<file path="config.mk">
export PLATFORM = sky130hd
export DESIGN_NAME = multiphase_dpwm
export DESIGN_NICKNAME = d
export VERILOG_FILES = /design/src/rtl/dpwm_pkg.sv /design/src/rtl/dpwm_phase_cmp.sv /design/src/rtl/multiphase_dpwm.sv
export SDC_FILE = /design/constraint.sdc
export NUM_CORES = 1
export LEC_CHECK = 0
export CORE_MARGIN = 2
export CORE_UTILIZATION = 40
export CTS_BUF_LIST = sky130_fd_sc_hd__clkbuf_8 sky130_fd_sc_hd__clkbuf_16
export DETAILED_ROUTE_END_ITERATION = 8
export PLACE_DENSITY = 0.64
export SYNTH_ARGS = -nofsm -noshare
export SYNTH_HDL_FRONTEND = slang
export SYNTH_SLANG_ARGS = --single-unit
</file>
<file path="constraint.sdc">
create_clock -name clk -period 2.4 [get_ports clk]
set_clock_uncertainty 0.05 [all_clocks]
set_input_delay 0.72 -clock clk [delete_from_list [all_inputs] [get_ports clk]]
set_output_delay 0.72 -clock clk [all_outputs]
set_load 0.03 [all_outputs]
</file>
<file path="src/rtl/dpwm_pkg.sv">
// Shared state encoding, default widths and phase-offset helper for the multiphase DPWM.
package dpwm_pkg;

  typedef enum logic [1:0] {
    IDLE = 2'd0,
    RUN  = 2'd1,
    STOP = 2'd2
  } dpwm_state_e;

  localparam int CNT_W_DEF    = 10;
  localparam int DUTY_MAX_DEF = 972;

  // Counts between consecutive phase turn-on points within one period.
  function automatic int ph_off(input int cnt_w, input int n_phase);
    return (1 << cnt_w) / n_phase;
  endfunction

endpackage

</file>
<file path="src/rtl/dpwm_phase_cmp.sv">
// One phase slice: shifts the shared period count by a fixed offset and
// registers the duty comparison that drives that phase's gate enable.
module dpwm_phase_cmp
  import dpwm_pkg::*;
#(
  parameter int               CNT_W  = CNT_W_DEF,
  parameter logic [CNT_W-1:0] OFFSET = '0
) (
  input  logic             clk,
  input  logic             rst,
  input  logic [CNT_W-1:0] cnt_i,
  input  logic [CNT_W-1:0] duty_i,
  input  logic             active_i,
  output logic             pwm_o
);

  logic [CNT_W-1:0] lc;
  logic             pwm_q;

  // Natural CNT_W-bit wrap gives the modulo local count.
  assign lc = cnt_i - OFFSET;

  always_ff @(posedge clk) begin
    if (rst) begin
      pwm_q <= 1'b0;
    end else begin
      pwm_q <= active_i && (lc < duty_i);
    end
  end

  assign pwm_o = pwm_q;

endmodule

</file>
<file path="src/rtl/multiphase_dpwm.sv">
// Counter-based interleaved DPWM with period-boundary duty double-buffering.
// Optional soft-start ramp ceiling is enabled by defining DPWM_SOFTSTART_EN.
module multiphase_dpwm
  import dpwm_pkg::*;
#(
  parameter int N_PHASE  = 4,
  parameter int CNT_W    = CNT_W_DEF,
  parameter int DUTY_MAX = DUTY_MAX_DEF
`ifdef DPWM_SOFTSTART_EN
  ,
  parameter int SS_STEP  = 8
`endif
) (
  input  logic               clk,
  input  logic               rst,
  input  logic               enable,
  input  logic [CNT_W-1:0]   d_comp,
  input  logic               d_valid,
  output logic [N_PHASE-1:0] pwm_out,
  output logic               period_sync,
  output logic [CNT_W-1:0]   duty_act,
  output logic               busy
);

  localparam logic [CNT_W-1:0] DUTY_MAX_C = CNT_W'(DUTY_MAX);

  dpwm_state_e      state_q, state_d;
  logic [CNT_W-1:0] cnt_q;
  logic [CNT_W-1:0] duty_pend_q;
  logic [CNT_W-1:0] duty_act_q;
  logic [CNT_W-1:0] duty_eff;
  logic             period_sync_q;
  logic             boundary;
  logic             active;

  assign boundary = (cnt_q == '1);

  // Re-enable during STOP resumes immediately; the counter never stopped, so alignment holds.
  always_comb begin
    state_d = state_q;
    case (state_q)
      IDLE:    if (enable) state_d = RUN;
      RUN:     if (!enable) state_d = STOP;
      STOP:    if (enable) state_d = RUN;
               else if (boundary) state_d = IDLE;
      default: state_d = IDLE;
    endcase
  end

  // Compare is suppressed on the edge that enters IDLE so outputs drop at the wrap.
  assign active = (state_q != IDLE) && (state_d != IDLE);

  always_ff @(posedge clk) begin
    if (rst) begin
      state_q       <= IDLE;
      cnt_q         <= '0;
      duty_pend_q   <= '0;
      duty_act_q    <= '0;
      period_sync_q <= 1'b0;
    end else begin
      state_q       <= state_d;
      period_sync_q <= active && (cnt_q == '0);
      if (d_valid) begin
        duty_pend_q <= (d_comp > DUTY_MAX_C) ? DUTY_MAX_C : d_comp;
      end
      case (state_q)
        IDLE: begin
          cnt_q <= '0;
          if (enable) duty_act_q <= duty_pend_q;
        end
        RUN: begin
          cnt_q <= cnt_q + 1'b1;
          if (boundary) duty_act_q <= duty_pend_q;
        end
        default: cnt_q <= cnt_q + 1'b1;
      endcase
    end
  end

`ifdef DPWM_SOFTSTART_EN
  localparam logic [CNT_W-1:0] SS_STEP_C = CNT_W'(SS_STEP);

  logic [CNT_W-1:0] ss_lim_q;

  // Ceiling restarts from zero on every cold start and climbs once per period.
  always_ff @(posedge clk) begin
    if (rst) begin
      ss_lim_q <= '0;
    end else if (state_q == IDLE) begin
      if (enable) ss_lim_q <= '0;
    end else if (boundary) begin
      if (ss_lim_q >= DUTY_MAX_C - SS_STEP_C) ss_lim_q <= DUTY_MAX_C;
      else                                    ss_lim_q <= ss_lim_q + SS_STEP_C;
    end
  end

  assign duty_eff = (duty_act_q < ss_lim_q) ? duty_act_q : ss_lim_q;
`else
  assign duty_eff = duty_act_q;
`endif

  for (genvar k = 0; k < N_PHASE; k++) begin : g_phase
    dpwm_phase_cmp #(
      .CNT_W  (CNT_W),
      .OFFSET (CNT_W'(k * ph_off(CNT_W, N_PHASE)))
    ) u_cmp (
      .clk      (clk),
      .rst      (rst),
      .cnt_i    (cnt_q),
      .duty_i   (duty_eff),
      .active_i (active),
      .pwm_o    (pwm_out[k])
    );
  end

  assign period_sync = period_sync_q;
  assign duty_act    = duty_eff;
  assign busy        = (state_q != IDLE);

endmodule
</file>
After elaboration in Yosys (flattened, before gate mapping)
Index checks and enable logic that the tools add are counted.
{"block": "totals", "ram_bits": 0, "memories": 0, "word_cells": 45, "in_bits": 14, "latchBits": 0, "rom_bits": 0, "regBits": 37}
{"block": "classes", "reduce_logical": 13, "shift": 0, "n_eq_ne": 5, "div": 0, "n_bitwise": 0, "n_mux": 9, "multipliers": 0, "add_sub_neg": 4, "order_cmp": 5}
{"cell": "10-bit less-than comparator", "count": 4}
{"cell": "10-bit two-way mux", "count": 3}
{"cell": "10-bit case mux with 2 select lines", "count": 1}
{"cell": "10-bit subtractor, second input constant", "count": 2}
{"cell": "10-bit by 1-bit adder with 10-bit output, second input constant", "count": 1}
{"cell": "10-bit equality test, second input constant", "count": 1}
{"cell": "10-bit > comparator, second input constant", "count": 1}
{"cell": "10-bit zero test", "count": 1}
{"cell": "10-bit by 9-bit subtractor with 10-bit output, second input constant", "count": 1}
{"cell": "2-bit two-way mux", "count": 4}
{"cell": "1-bit logical AND", "count": 6}
{"cell": "2-bit case mux with 3 select lines", "count": 1}
{"cell": "2-bit nonzero test", "count": 3}
{"cell": "2-bit inequality test, second input constant", "count": 2}
{"cell": "3-bit AND reduction", "count": 1}
{"cell": "2-bit by 1-bit equality test with 1-bit output, second input constant", "count": 1}
{"cell": "2-bit equality test, second input constant", "count": 1}
{"cell": "2-bit zero test", "count": 1}
{"cell": "2-bit OR reduction", "count": 1}

Logic depth before layout (Yosys ltp)
Gate-level depths: netlist of the first run.
{"block": "depth", "depth_word": 7, "ltp_mapped": 7, "ltp_nobuf": 7}

Hierarchy
A second synthesis of the first run with hierarchy kept.
{"block": "hier_totals", "hier_cells": 264, "area_unflattened_um2": 2406.1}
{"mod": "multiphase_dpwm", "n_inst": 1, "area_each_um2": 1326.3, "seq_area_each_um2": 660.6, "cells_each": 131}
{"mod": "dpwm_phase_cmp at g_phase[1].u_cmp ...", "n_inst": 2, "area_each_um2": 275.3, "seq_area_each_um2": 20.0, "cells_each": 34}
{"mod": "dpwm_phase_cmp at g_phase[2].u_cmp", "n_inst": 1, "area_each_um2": 266.5, "seq_area_each_um2": 20.0, "cells_each": 33}
{"mod": "dpwm_phase_cmp at g_phase[0].u_cmp", "n_inst": 1, "area_each_um2": 262.8, "seq_area_each_um2": 20.0, "cells_each": 32}

Worst setup path after synthesis of the first run
Ideal clock, no wire load.
{"block": "synth_path", "kind": "register -> register", "start": "register duty_act_q[7] (netlist: duty_act[7])", "end": "register g_phase[0].u_cmp.pwm_q", "arrival_time_ns": 1.488, "stages_incl_launch_ff": 7, "setup_slack_ns": 0.787, "setup_ns": 0.074, "required_time_ns": 2.276, "synth_period_minus_slack_ns": 1.613, "cell_sequence": "dfxtp_1 -> inv_1 -> ha_1 -> a21o_1 -> a21oi_1 -> o221ai_1 -> a31oi_1"}
{"block": "synth_via", "elab_chain_len": 2}
{"element": "start, declared", "line_no": "multiphase_dpwm.sv:30", "text": "logic [CNT_W-1:0] duty_act_q;"}
{"element": "start signal, assigned", "line_no": "multiphase_dpwm.sv:69", "text": "if (enable) duty_act_q <= duty_pend_q;"}
{"element": "start signal, assigned", "line_no": "multiphase_dpwm.sv:73", "text": "if (boundary) duty_act_q <= duty_pend_q;"}
{"element": "10-bit less-than comparator", "line_no": "dpwm_phase_cmp.sv:27", "text": "pwm_q <= active_i && (lc < duty_i);"}
{"element": "1-bit logical AND", "line_no": "dpwm_phase_cmp.sv:27"}
{"element": "end signal, assigned", "line_no": "dpwm_phase_cmp.sv:27"}
{"element": "end, declared", "line_no": "dpwm_phase_cmp.sv:18", "text": "logic pwm_q;"}
No other way between the ends.
A chain may end at the register's enable or synchronous reset.

Final worst setup path of the first run
{"block": "layout_path", "start": "register state_q[1]", "end": "output port busy"}
{"block": "layout_via", "elab_chain_len": 1}
{"element": "start, declared", "line_no": "multiphase_dpwm.sv:27", "text": "dpwm_state_e state_q, state_d;"}
{"element": "start signal, assigned", "line_no": "multiphase_dpwm.sv:61", "text": "state_q <= state_d;"}
{"element": "2-bit nonzero test", "line_no": "multiphase_dpwm.sv:118", "text": "assign busy = (state_q != IDLE);"}
{"element": "end, declared", "line_no": "multiphase_dpwm.sv:22", "text": "output logic busy"}
No other way between the ends.

==> flow_summary.toml, run 1 <==
[run_status]
status = "finished, final reports clean"

[floorplan]
die_h_um = 71.8
pin_count = 30
fp.dieW_um = 71.8
initial_core_util = 0.420
placeable_core_region_um2 = 4380
design.die.area_um2 = 5160
num_rows = 24

[timing]
final-hold-violation-count = 0
fin_hold_ws_ps = 425
post-route-min-period_ps = 2280
max_slew_margin = 0.720
report.final.setup_viol = 0
maxClockFrequency_ghz = 0.438
maxSlewViolCount = 0
final.setup.tns_ps = 0
grt_setup_unrepaired = "no"
period_share = 0.950
worst-slew-pin-transition_ps = 419

[worst_setup_path]
worst_ep_required_time_ps = 1630
worst-path-max-fanout = 6
critPathMaxStageDelay_ps = 660
timing.critical_path.cells = "or2_1, clkdlybuf4s50_1"
r2r_cells = 6
criticalPathCategory = "reg -> out"
worst_path_max_delay_cell = "sky130_fd_sc_hd__clkdlybuf4s50_1"
critical_path.endpoint_type = "primary output"
crit_path_start_kind = "flop"
worstPathArrival_ps = 1510

[cts]
clock_sinks = 37
clock_path_buffers = 2
cts.hold.buffers_added = 0
deepest_level_of_the_cts_h_tree = 2
clk_root_buffer_cell = "sky130_fd_sc_hd__clkbuf_8"
ctsResizeCount = 0
tritoncts = "built"
post-cts-setup-buffers = 0
clock_input_transition_at_the_sequential_cells_of_the_worst_setup_and_hold_paths_ps = 70
numCtsBuffers = 5
clock_latency_ps = 290

[layout]
mostFrequentLayoutCells = "sky130_fd_sc_hd__dfxtp_1, sky130_fd_sc_hd__nor2_1, sky130_fd_sc_hd__clkdlybuf4s50_1"
layout.cells.most_common = "sky130_fd_sc_hd__dfxtp_1"
layout-drive-gt1-share = 0.0598
layout-area-overhead-vs-synth_pct = 23.8
fillCellCount = 429
design.final.nets = 264
num_antenna_cells = 0

[synth]
synth_ff_type = "sky130_fd_sc_hd__dfxtp_1"
syn_area_um2 = 1840
syn-instance-count = 204
yosysUniqueCellTypes = 34
postSynthNetCount = 235
synth_enable_flop_cells = 0
synth_seq_cells = 37
syn_area_per_cell_um2 = 9.02
synthArstFlopShare = 0
register_area_share_after_synthesis = 0.403
yosys_warnings = 0

[placement]
port-buffer-count = 29
finalWeightedCongestion = 0.845
dp.final_hpwl_mm = 2.62

[grt]
grtUsageTotal = 0.149
first_global_vias = 1362
antenna_found_initial = 0
grt_pass1_wl_mm = 5.98
grt_start_max_net_pins = 30
globalRoute.totalOverflow = 0

[detailed_routing]
avgRoutedWirePerCell_um = 12.2
drt-total-wl_mm = 3.48
ant_nets = 0
route.vias.total = 1456
drtIter0Drc = 84
drt_first_pass_iters = 4
route.detailed.drc = 0
drt-vias-per-instance = 5.09

[min_path]
hold_depth = 2
hold_path.class = "reg -> reg"

[power_and_ir_drop]
fin_total_pwr_uw = 1360
p_per_area_nw_per_um2 = 599
vdd_ir_drop_max_uv = 251
leak_pwr_uw = 0.000918

[run]
maxCapViolations = 0
## where the power goes
| group | switching (uW) | internal, uW | total, uW |
|---|---|---|---|
| registers | 14.5 | 635 | 650 |
| clock network | 219 | 338 | 556 |
| logic | 82.7 | 75.8 | 159 |
## logic make-up (layout without fill, tap and decap cells)
kind of cell,Yosys count,in the layout,synth area share
and+or+nand+nor,64,64,0.171
DFF,37,37,0.403
AOI/OAI and AO/OA,33,33,0.126
buffers and inverters,33,63,0.0796
adders and majority gates,17,17,0.116
muxes,14,14,0.0762
xor gates and xnor gates,6,6,0.0286
## metrics by stage
stage | setup WS (ps) | std cells | cell area [um^2] | utilization
after global placement | 320 | 278 | 2160 | 0.492
final | 119 | 286 | 2280 | 0.519
after CTS | 117 | 286 | 2280 | 0.519
after global routing | 20.8 | 286 | 2280 | 0.519
after detailed placement | 293 | 278 | 2160 | 0.492
after floorplan | 788 | 204 | 1840 | -
## synth_stat cells (3+ instances only)
cell type / number / area, um^2
sky130_fd_sc_hd__a21o_1: 3 / 22.5
sky130_fd_sc_hd__a21oi_1: 8 / 40.0
sky130_fd_sc_hd__a31oi_1: 5 / 31.3
sky130_fd_sc_hd__buf_4: 4 / 30.0
sky130_fd_sc_hd__clkbuf_1: 5 / 18.8
sky130_fd_sc_hd__dfxtp_1: 37 / 741
sky130_fd_sc_hd__ha_1: 17 / 213
sky130_fd_sc_hd__inv_1: 23 / 86.3
sky130_fd_sc_hd__mux2i_1: 14 / 140
sky130_fd_sc_hd__nand2_1: 4 / 15.0
sky130_fd_sc_hd__nand2b_1: 9 / 56.3
sky130_fd_sc_hd__nand3_1: 4 / 20.0
sky130_fd_sc_hd__nand4_1: 4 / 25.0
sky130_fd_sc_hd__nor2_1: 32 / 120
sky130_fd_sc_hd__nor3_1: 3 / 15.0
sky130_fd_sc_hd__o221ai_1: 4 / 35.0
sky130_fd_sc_hd__xor2_1: 4 / 35.0
## flip-flops by register name (all words and copies together), names as in the netlist
| signal | cells |
|---|---|
| duty_act | 10 |
| cnt_q | 10 |
| duty_pend_q | 10 |
| state_q | 2 |
| period_sync | 1 |
| g_phase.u_cmp.pwm_o | 4 |
## area by class of cell
class | instances | area, um^2 | share of cell area
Clock buffer | 6 | 82.6 | 0.0363
Clock inverter | 2 | 37.5 | 0.0165
Inverter | 23 | 86.3 | 0.0379
Multi-Input combinational cell | 134 | 952 | 0.418
Sequential cell | 37 | 741 | 0.325
Tap cell | 52 | 65.1 | 0.0286
Timing Repair Buffer | 32 | 313 | 0.137
## worst paths after layout
check / from / endpoint / slack, ps
setup / recovery: state_q[1] / busy / 120
hold / removal: duty_pend_q[4] / duty_pend_q[4] / 430
setup reg to reg: cnt_q[0] / duty_act[8] / 540
hold reg to reg: duty_pend_q[4] / duty_pend_q[4] / 430
## critical path: cells and delay by family (launching register included)
| kind | cells | cell delay, ps |
|---|---|---|
| and+or+nand+nor | 1 | 140 |
| buffers and inverters | 1 | 660 |
| DFF | 1 | 410 |
## per-layer routing
| layer | global-route usage | wire length (um) | share of wire |
|---|---|---|---|
| met5 | 0 | 0 | 0 |
| met1 | 0.181 | 1610 | 0.46 |
| met2 | 0.249 | 1660 | 0.48 |
| met4 | 0.0692 | 73 | 0.021 |
| met3 | 0.0338 | 133 | 0.038 |
Note: power is estimated with default switching activity, not from simulation.
==> inputs of run 2 (changes only) <==
--- a/config.mk
+++ b/config.mk
@@ -6,10 +6,10 @@
 export NUM_CORES = 1
 export LEC_CHECK = 0
 export CORE_MARGIN = 2
-export CORE_UTILIZATION = 40
+export CORE_UTILIZATION = 56
 export CTS_BUF_LIST = sky130_fd_sc_hd__clkbuf_8 sky130_fd_sc_hd__clkbuf_16
 export DETAILED_ROUTE_END_ITERATION = 8
-export PLACE_DENSITY = 0.64
+export PLACE_DENSITY = 0.84
 export SYNTH_ARGS = -nofsm -noshare
 export SYNTH_HDL_FRONTEND = slang
 export SYNTH_SLANG_ARGS = --single-unit
==> flow_summary.toml, run 2 (same netlist as run 1, synthesis figures left out) <==
[run_status]
status = "finished, final reports clean"

[floorplan]
initial_core_util = 0.598
num_rows = 20
fp.dieW_um = 61.3
pin_count = 30
design.die.area_um2 = 3760
die_h_um = 61.3
placeable_core_region_um2 = 3080

[worst_setup_path]
worstPathArrival_ps = 1540
critical_r2r_launch = "cnt_q[0]"
cpLargestDelayFamily = "buffers and inverters"
r2r_cells = 6
critPathMaxStageDelay_ps = 660
criticalPathCategory = "reg -> out"
worst-path-max-fanout = 6
critical_path.n_buffers_inverters = 1
crit_path_start_kind = "flop"
worst_r2r_endpoint = "duty_act[3]"
worst_ep_required_time_ps = 1630
r2r_slack_ps = 590
timing.critical_path.cells = "or2_1, clkdlybuf4s50_1"
critical_path.endpoint_type = "primary output"
worst_path_max_delay_cell = "sky130_fd_sc_hd__clkdlybuf4s50_1"

[grt]
globalRoute.totalOverflow = 0
first_global_vias = 1391
grt_start_max_net_pins = 23
grtUsageTotal = 0.220
grt_pass1_wl_mm = 5.96
antenna_found_initial = 0

[detailed_routing]
drt-vias-per-instance = 5.35
avgRoutedWirePerCell_um = 13.3
drtIter0Drc = 37
drt_first_pass_iters = 4
route.vias.total = 1488
route.detailed.drc = 0
ant_nets = 0
drt-total-wl_mm = 3.69

[timing]
report.final.setup_viol = 0
worst-slew-pin-transition_ps = 418
grt_setup_unrepaired = "no"
post-route-min-period_ps = 2310
max_slew_margin = 0.720
period_share = 0.965
maxSlewViolCount = 0
final-hold-violation-count = 0
maxClockFrequency_ghz = 0.432
final.setup.tns_ps = 0
post-route-worst-setup-slack_ps = 85.2

[layout]
layout-area-overhead-vs-synth_pct = 21.8
layout-drive-gt1-share = 0.0556
layout.cells.most_common = "sky130_fd_sc_hd__dfxtp_1"
mostFrequentLayoutCells = "sky130_fd_sc_hd__dfxtp_1, sky130_fd_sc_hd__nor2_1, sky130_fd_sc_hd__clkdlybuf4s50_1"
design.final.nets = 265
num_antenna_cells = 0
fin_util = 0.728

[placement]
port-buffer-count = 29
dp.final_hpwl_mm = 2.79
preCtsSetupSlack_ps = 266
finalWeightedCongestion = 0.816

[cts]
cts.hold.buffers_added = 0
deepest_level_of_the_cts_h_tree = 2
clk_root_buffer_cell = "sky130_fd_sc_hd__clkbuf_8"
clock_latency_ps = 300
tritoncts = "built"
post-cts-setup-buffers = 0
numCtsBuffers = 5
ctsResizeCount = 0
clock_sinks = 37
clock_input_transition_at_the_sequential_cells_of_the_worst_setup_and_hold_paths_ps = 70
clock_path_buffers = 2

[min_path]
start_point_of_the_worst_min_delay_path = "duty_pend_q[1]"
hold_depth = 2
min_delay_worst_endpoint = "duty_pend_q[1]"
hold_path.class = "reg -> reg"

[power_and_ir_drop]
vdd_ir_drop_max_uv = 439
leak_pwr_uw = 0.000913
p_per_area_nw_per_um2 = 557

[run]
maxCapViolations = 0
==> run 2: metrics by stage <==
stage / hold slack, ps / power, uW / std cells / area (um^2)
after floorplan: 395 / 762 / 204 / 1840
after global placement: 411 / 820 / 271 / 2150
after detailed placement: 415 / 826 / 271 / 2150
after CTS: 424 / 1250 / 278 / 2240
after global routing: 453 / 1290 / 278 / 2240
final: 424 / 1250 / 278 / 2240
==> run 2: worst register-to-register path: stages, from the launching register on <==
cell and delay [ps]:
sky130_fd_sc_hd__dfxtp_1 420, sky130_fd_sc_hd__ha_1 250, sky130_fd_sc_hd__nand4_1 170, sky130_fd_sc_hd__o32ai_2 290, sky130_fd_sc_hd__buf_4 260, sky130_fd_sc_hd__mux2i_1 220
sky130_fd_sc_hd__nor2_1 60
==> run 2: area by class of cell <==
cell class	count	area, um^2
Clock inverter	1	3.75
Timing Repair Buffer	33	320
Tap cell	44	55.1
Multi-Input combinational cell	134	952
Clock buffer	6	82.6
Sequential cell	37	741
Inverter	23	86.3
Fill cell	234	837
==> run 2: routing by layer <==
metal | vias up | GRT usage | part of all wire
li1 | 754 | - | -
met1 | 693 | 0.251 | 0.44
met2 | 35 | 0.374 | 0.48
met3 | 6 | 0.0861 | 0.058
met4 | 0 | 0.0745 | 0.015
met5 | - | 0 | 0
==> run 2: worst max-delay path by stage <==
stage                           start  cells past startpoint                      to
after floorplan           duty_act[7]                      6  g_phase[0].u_cmp.pwm_o
after global placement         enable                      6             duty_act[5]
after detailed placement       enable                      6             duty_act[4]
after CTS                  state_q[1]                      2                    busy
after global routing       state_q[1]                      2                    busy
final                      state_q[1]                      2                    busy
==> run 2: where the power goes <==
part | switching, uW | total (uW) | internal (uW)
registers | 15.2 | 651 | 635
logic | 84.7 | 162 | 77.1
clock network | 212 | 435 | 223
total | 312 | 1250 | 936
